### src/rtl/wb_regfile.sv
// Writeback stage merged with the integer register file: load extraction/extension, result select,
// 32-entry register file with two read ports and a commit counter. Optional macro: WB_BYPASS_EN.
module wb_regfile #(
  parameter int WIDTH      = 32,
  parameter int ADDR_WIDTH = 5,
  parameter int CNT_WIDTH  = 32
) (
  input  logic                  clk,
  input  logic                  rst,
  input  logic                  RegWrite,
  input  logic                  MemtoReg,
  input  logic                  unsigned_load,
  input  logic [1:0]            LoadSize,
  input  logic [WIDTH-1:0]      data,
  input  logic [WIDTH-1:0]      ALUResult,
  input  logic [ADDR_WIDTH-1:0] Rd,
  input  logic [ADDR_WIDTH-1:0] Rs1,
  input  logic [ADDR_WIDTH-1:0] Rs2,
  output logic [WIDTH-1:0]      ReadData1,
  output logic [WIDTH-1:0]      ReadData2,
  output logic [WIDTH-1:0]      WBData,
  output logic                  WBWrite,
  output logic [CNT_WIDTH-1:0]  CommitCount
);

  localparam int DEPTH = 2 ** ADDR_WIDTH;

  logic [WIDTH-1:0]     regs_r [0:DEPTH-1];
  logic [CNT_WIDTH-1:0] commit_count_r;
  logic [7:0]           byte_sel_s;
  logic [15:0]          half_sel_s;
  logic [WIDTH-1:0]     load_ext_s;
  logic [WIDTH-1:0]     wb_data_s;
  logic                 wb_write_s;
  logic [WIDTH-1:0]     rd1_s;
  logic [WIDTH-1:0]     rd2_s;

  // Sub-word selection from the aligned memory word, then sign/zero extension.
  always_comb begin
    byte_sel_s = 8'h00;
    half_sel_s = 16'h0000;
    load_ext_s = data;
    case (ALUResult[1:0])
      2'b00:   byte_sel_s = data[7:0];
      2'b01:   byte_sel_s = data[15:8];
      2'b10:   byte_sel_s = data[23:16];
      2'b11:   byte_sel_s = data[31:24];
      default: byte_sel_s = data[7:0];
    endcase
    if (ALUResult[1]) begin
      half_sel_s = data[31:16];
    end else begin
      half_sel_s = data[15:0];
    end
    case (LoadSize)
      2'b00: begin
        if (unsigned_load) begin
          load_ext_s = {{(WIDTH-8){1'b0}}, byte_sel_s};
        end else begin
          load_ext_s = {{(WIDTH-8){byte_sel_s[7]}}, byte_sel_s};
        end
      end
      2'b01: begin
        if (unsigned_load) begin
          load_ext_s = {{(WIDTH-16){1'b0}}, half_sel_s};
        end else begin
          load_ext_s = {{(WIDTH-16){half_sel_s[15]}}, half_sel_s};
        end
      end
      default: load_ext_s = data;
    endcase
  end

  // Result select and write qualification; x0 is excluded here so it is never stored.
  always_comb begin
    if (MemtoReg) begin
      wb_data_s = load_ext_s;
    end else begin
      wb_data_s = ALUResult;
    end
    wb_write_s = RegWrite && (Rd != {ADDR_WIDTH{1'b0}});
  end

  // Register array: cleared by reset, written on the rising edge when a commit is qualified.
  always_ff @(posedge clk or posedge rst) begin
    if (rst) begin
      for (int i = 0; i < DEPTH; i++) begin
        regs_r[i] <= {WIDTH{1'b0}};
      end
    end else if (wb_write_s) begin
      regs_r[Rd] <= wb_data_s;
    end else begin
      regs_r[Rd] <= regs_r[Rd];
    end
  end

  // Commit counter, wraps silently.
  always_ff @(posedge clk or posedge rst) begin
    if (rst) begin
      commit_count_r <= {CNT_WIDTH{1'b0}};
    end else if (wb_write_s) begin
      commit_count_r <= commit_count_r + {{(CNT_WIDTH-1){1'b0}}, 1'b1};
    end else begin
      commit_count_r <= commit_count_r;
    end
  end

  // Read ports; x0 forced to zero, optional write-through of the committing value.
  always_comb begin
    if (Rs1 == {ADDR_WIDTH{1'b0}}) begin
      rd1_s = {WIDTH{1'b0}};
`ifdef WB_BYPASS_EN
    end else if (wb_write_s && (Rs1 == Rd)) begin
      rd1_s = wb_data_s;
`endif
    end else begin
      rd1_s = regs_r[Rs1];
    end
    if (Rs2 == {ADDR_WIDTH{1'b0}}) begin
      rd2_s = {WIDTH{1'b0}};
`ifdef WB_BYPASS_EN
    end else if (wb_write_s && (Rs2 == Rd)) begin
      rd2_s = wb_data_s;
`endif
    end else begin
      rd2_s = regs_r[Rs2];
    end
  end

  assign ReadData1   = rd1_s;
  assign ReadData2   = rd2_s;
  assign WBData      = wb_data_s;
  assign WBWrite     = wb_write_s;
  assign CommitCount = commit_count_r;

endmodule

### config.mk
export PLATFORM = sky130hd
export DESIGN_NAME = wb_regfile
export DESIGN_NICKNAME = d
export VERILOG_FILES = /design/src/rtl/wb_regfile.sv
export SDC_FILE = /design/constraint.sdc
export NUM_CORES = 2
export LEC_CHECK = 0
export CORE_MARGIN = 8
export CORE_UTILIZATION = 59
export DETAILED_ROUTE_END_ITERATION = 8
export DONT_BUFFER_PORTS = 1
export GPL_ROUTABILITY_DRIVEN = 0
export PLACE_DENSITY = 0.82
export SYNTH_ARGS = -nofsm -noshare
export SYNTH_HDL_FRONTEND = slang
export SYNTH_SLANG_ARGS = --single-unit
### constraint.sdc
create_clock -name clk -period 32 [get_ports clk]
set_clock_uncertainty 0.15 [all_clocks]
set_input_delay 4.8 -clock clk [delete_from_list [all_inputs] [get_ports clk]]
set_output_delay 4.8 -clock clk [all_outputs]
set_load 0.01 [all_outputs]
==> insert_results.sql <==
INSERT INTO impl_metrics (metric_group, metric, value, unit) VALUES
('synth', 'synthTopCellsByCount', 'sky130_fd_sc_hd__nand2_1 (1,203), sky130_fd_sc_hd__dfrtp_1 (1,056), sky130_fd_sc_hd__o21ai_0 (755)', ''),
('outcome', 'violations', 'max-capacitance violations, max-slew violations', ''),
('pwr', 'power.switching_fraction', '31.7', '%'),
('sta', 'timing_hold_violations_final', '0', ''),
('sta', 'slew_headroom', '-14.1', '%'),
('global_route', 'global_route_total_overflow', '0', ''),
('placed_design', 'pre_cts_slack', '20.32', 'ns'),
('critical_path', 'critical_path.max_stage_delay', '1.06', 'ns'),
('clock_network', 'cts.root.buffer_cell', 'sky130_fd_sc_hd__clkbuf_16', ''),
('cells_and_area', 'final_nets', '5262', ''),
('floorplanning', 'core_region_area', '0.105', 'mm^2'),
('global_route', 'first_global_vias', '50800', ''),
('critical_path', 'worst_setup_path_start_kind', 'primary input', ''),
('sta', 'max_clock_freq', '84.2', 'MHz'),
('floorplanning', 'die-width', '342', 'um'),
('pwr', 'switching_power', '1.41', 'mW'),
('drt', 'final_antenna_net_count', '0', ''),
('synth', 'synth_area', '0.0627', 'mm^2'),
('drt', 'avgViaCountPerCell', '7.70', ''),
('synth', 'synth_top_area_share', '42.1', '%'),
('pwr', 'cellLeakagePower', '28.2', 'nW'),
('pwr', 'intPower', '3.04', 'mW'),
('synth', 'synthArstFlopShare', '100', '%'),
('placed_design', 'dp_hpwl', '116', 'mm'),
('critical_path', 'cp_cell_sequence', 'nand2b_1 > nor2_1 > a222oi_1 > a21oi_1', ''),
('cells_and_area', 'drive_gt1_share', '20.5', '%'),
('global_route', 'grt_antenna_before_repair', '11', ''),
('clock_network', 'clock_tree.htree_level_count', '3', ''),
('pwr', 'share_seq_of_total_power', '44.1', '%'),
('drt', 'first_iter_violations', '9155', ''),
('min_path', 'timing.hold.worst.class', 'register to register', ''),
('synth', 'synth_fp_nets', '5697', ''),
('synth', 'postSynth.topFlopCell', 'sky130_fd_sc_hd__dfrtp_1', ''),
('sta', 'hold_slack', '0.268', 'ns'),
('synth', 'synth_area_per_cell', '11.2', 'um^2'),
('clock_network', 'cts_buffers', '109', ''),
('clock_network', 'cts_setup_buffers', '0', ''),
('sta', 'timing.setup.tns', '0', 'ns'),
('global_route', 'grt_max_degree', '419', ''),
('global_route', 'grt_first_pass_wirelength', '322', 'mm'),
('sta', 'period_minus_slack', '11.87', 'ns'),
('synth', 'netlist-cell-type-count', '69', ''),
('critical_path', 'max_fo_critical_path', '25', ''),
('floorplanning', 'ioPinCount', '215', ''),
('floorplanning', 'fp-row-count', '119', ''),
('placed_design', 'port_buffers', '0', ''),
('synth', 'synth_area_leaders', 'sky130_fd_sc_hd__dfrtp_1 (42%), sky130_fd_sc_hd__mux4_2 (27%), sky130_fd_sc_hd__nand2_1 (7.2%)', ''),
('drt', 'drt-pass1-iter-count', '9', ''),
('drt', 'drc_errors', '0', ''),
('run', 'cap_viol_max_count', '1', ''),
('clock_network', 'clk-insertion-delay-late', '0.75', 'ns'),
('critical_path', 'cp.arrival', '6.92', 'ns'),
('synth', 'postSynthRegisterBits', '1056', ''),
('drt', 'totalWireLength', '219', 'mm'),
('outcome', 'run_status', 'complete, but fails checks', ''),
('drt', 'route.detailed.wl_per_inst', '32.9', 'um'),
('placed_design', 'dpl_cell_area', '0.0626', 'mm^2'),
('sta', 'timing.final.crit_share', '37.1', '%'),
('pwr', 'pwr_density_cell', '66.9', 'mW/mm^2'),
('floorplanning', 'floorplan.initialDensity', '59.5', '%'),
('cells_and_area', 'layout_stage_area_growth_over_the_synthesis_result', '6.22', '%'),
('critical_path', 'setup.worst_path.class', 'primary input to output pin', ''),
('sta', 'timing_max_transition_violations_final', '148', ''),
('global_route', 'groute.usage.overall', '36.8', '%'),
('critical_path', 'worst_path_max_delay_cell', 'sky130_fd_sc_hd__a222oi_1', ''),
('sta', 'worst_slack', '20.13', 'ns'),
('synth', 'number_of_flops_mapped_to_enable_cells_by_yosys', '0', ''),
('sta', 'worst_slew_pin_slew', '1.71', 'ns'),
('pwr', 'combPwrFrac', '24.4', '%'),
('clock_network', 'cts_repair_resize_count', '0', ''),
('synth', 'synthMostInstantiatedCell', 'sky130_fd_sc_hd__nand2_1', '');
-- registers in the layout, summed over array words and instances (netlist names) --
| name | count |
|---|---|
| regs_r | 1024 |
| CommitCount | 32 |
-- worst paths after layout --
path                                   start           end  slack [ns]  cells past startpoint
worst max-delay path             LoadSize[1]     WBData[3]       20.13                      4
worst min-delay path            regs_r[1012]  regs_r[1012]        0.27                      0
worst max register to register   regs_r[651]   regs_r[267]       28.29                      6
worst min register to register  regs_r[1012]  regs_r[1012]        0.27                      0
max in group asynchronous                rst   regs_r[242]       24.03                      5
min in group asynchronous                rst   regs_r[954]        3.96                      1
-- stage by stage --
step                      power [mW]  util, %  std cells
after floorplan                 2.76        -       5610
after global placement          2.92     59.4       6455
after detailed placement        3.01     59.4       6455
after CTS                       4.40     63.2       6662
after global routing            4.61     63.2       6663
final                           4.46     63.2       6674
-- layout by cell type (no fill, tap or decap), types with 6 or more instances in the layout --
cell type / count
sky130_fd_sc_hd__dfrtp_1: 1056
sky130_fd_sc_hd__buf_4: 61
sky130_fd_sc_hd__nor2_1: 27
sky130_fd_sc_hd__clkinv_2: 22
sky130_fd_sc_hd__clkinvlp_4: 8
sky130_fd_sc_hd__nand3_1: 43
sky130_fd_sc_hd__mux2_2: 17
sky130_fd_sc_hd__clkbuf_8: 30
sky130_fd_sc_hd__o21ai_0: 753
sky130_fd_sc_hd__nor4_1: 25
sky130_fd_sc_hd__nand2_1: 1176
sky130_fd_sc_hd__and3_1: 11
sky130_fd_sc_hd__nor3_1: 6
sky130_fd_sc_hd__nand2_4: 27
sky130_fd_sc_hd__clkbuf_16: 113
sky130_fd_sc_hd__nor2b_1: 13
sky130_fd_sc_hd__nand4_1: 35
sky130_fd_sc_hd__mux4_2: 742
sky130_fd_sc_hd__o21ai_1: 326
sky130_fd_sc_hd__diode_2: 12
sky130_fd_sc_hd__xnor2_1: 29
sky130_fd_sc_hd__and2_1: 10
sky130_fd_sc_hd__bufinv_16: 14
sky130_fd_sc_hd__o32ai_1: 8
sky130_fd_sc_hd__mux2i_1: 307
sky130_fd_sc_hd__nand2b_1: 7
sky130_fd_sc_hd__a22oi_1: 75
sky130_fd_sc_hd__o22ai_1: 106
sky130_fd_sc_hd__inv_1: 82
sky130_fd_sc_hd__a21oi_1: 33
sky130_fd_sc_hd__clkbuf_1: 14
-- power by group through the flow --
stage	registers [mW]	logic, mW	clock network, mW
2_1_floorplan	1.87	0.892	0
3_3_place_gp	1.92	1.00	0
3_5_place_dp	1.96	1.05	0
4_1_cts	1.94	1.06	1.39
5_1_grt	2.00	1.16	1.45
6_report	1.96	1.09	1.41
-- worst max-delay path, delay by kind of cell --
family | cells | cell delay (ns)
and+or+nand+nor | 2 | 0.42
AOI/OAI and AO/OA | 2 | 1.70
-- metal layers --
metal  wire [um]  part of all wire (%)  global-route usage, %  vias to the layer above
li1            -                     -                      -                    19984
met2       91800                    42                   51.7                     4914
met5         143                 0.065                  0.333                        -
met1       67800                    31                   43.6                    25167
met4       18900                   8.6                   25.8                        8
met3       40600                    19                   19.1                     1348
-- cell type report --
cell class / count / area [um^2]
tap: 1391 / 1740
multi-input combinational: 3860 / 33600
inverter: 85 / 323
antenna: 12 / 30.0
timing repair buffer: 63 / 498
fill: 7431 / 38800
clock inverter: 50 / 656
sequential: 1056 / 26400
clock buffer: 157 / 3290
-- cell families after synthesis --
kind of cell	Yosys count	synth area share (%)
AOI/OAI and AO/OA	1343	11.6
xor gates and xnor gates	31	0.433
adders and majority gates	1	0.0199
buffers and inverters	694	4.80
DFF	1056	42.1
muxes	1066	31.9
and+or+nand+nor	1419	9.21
Power figures use the tool's default switching activity.
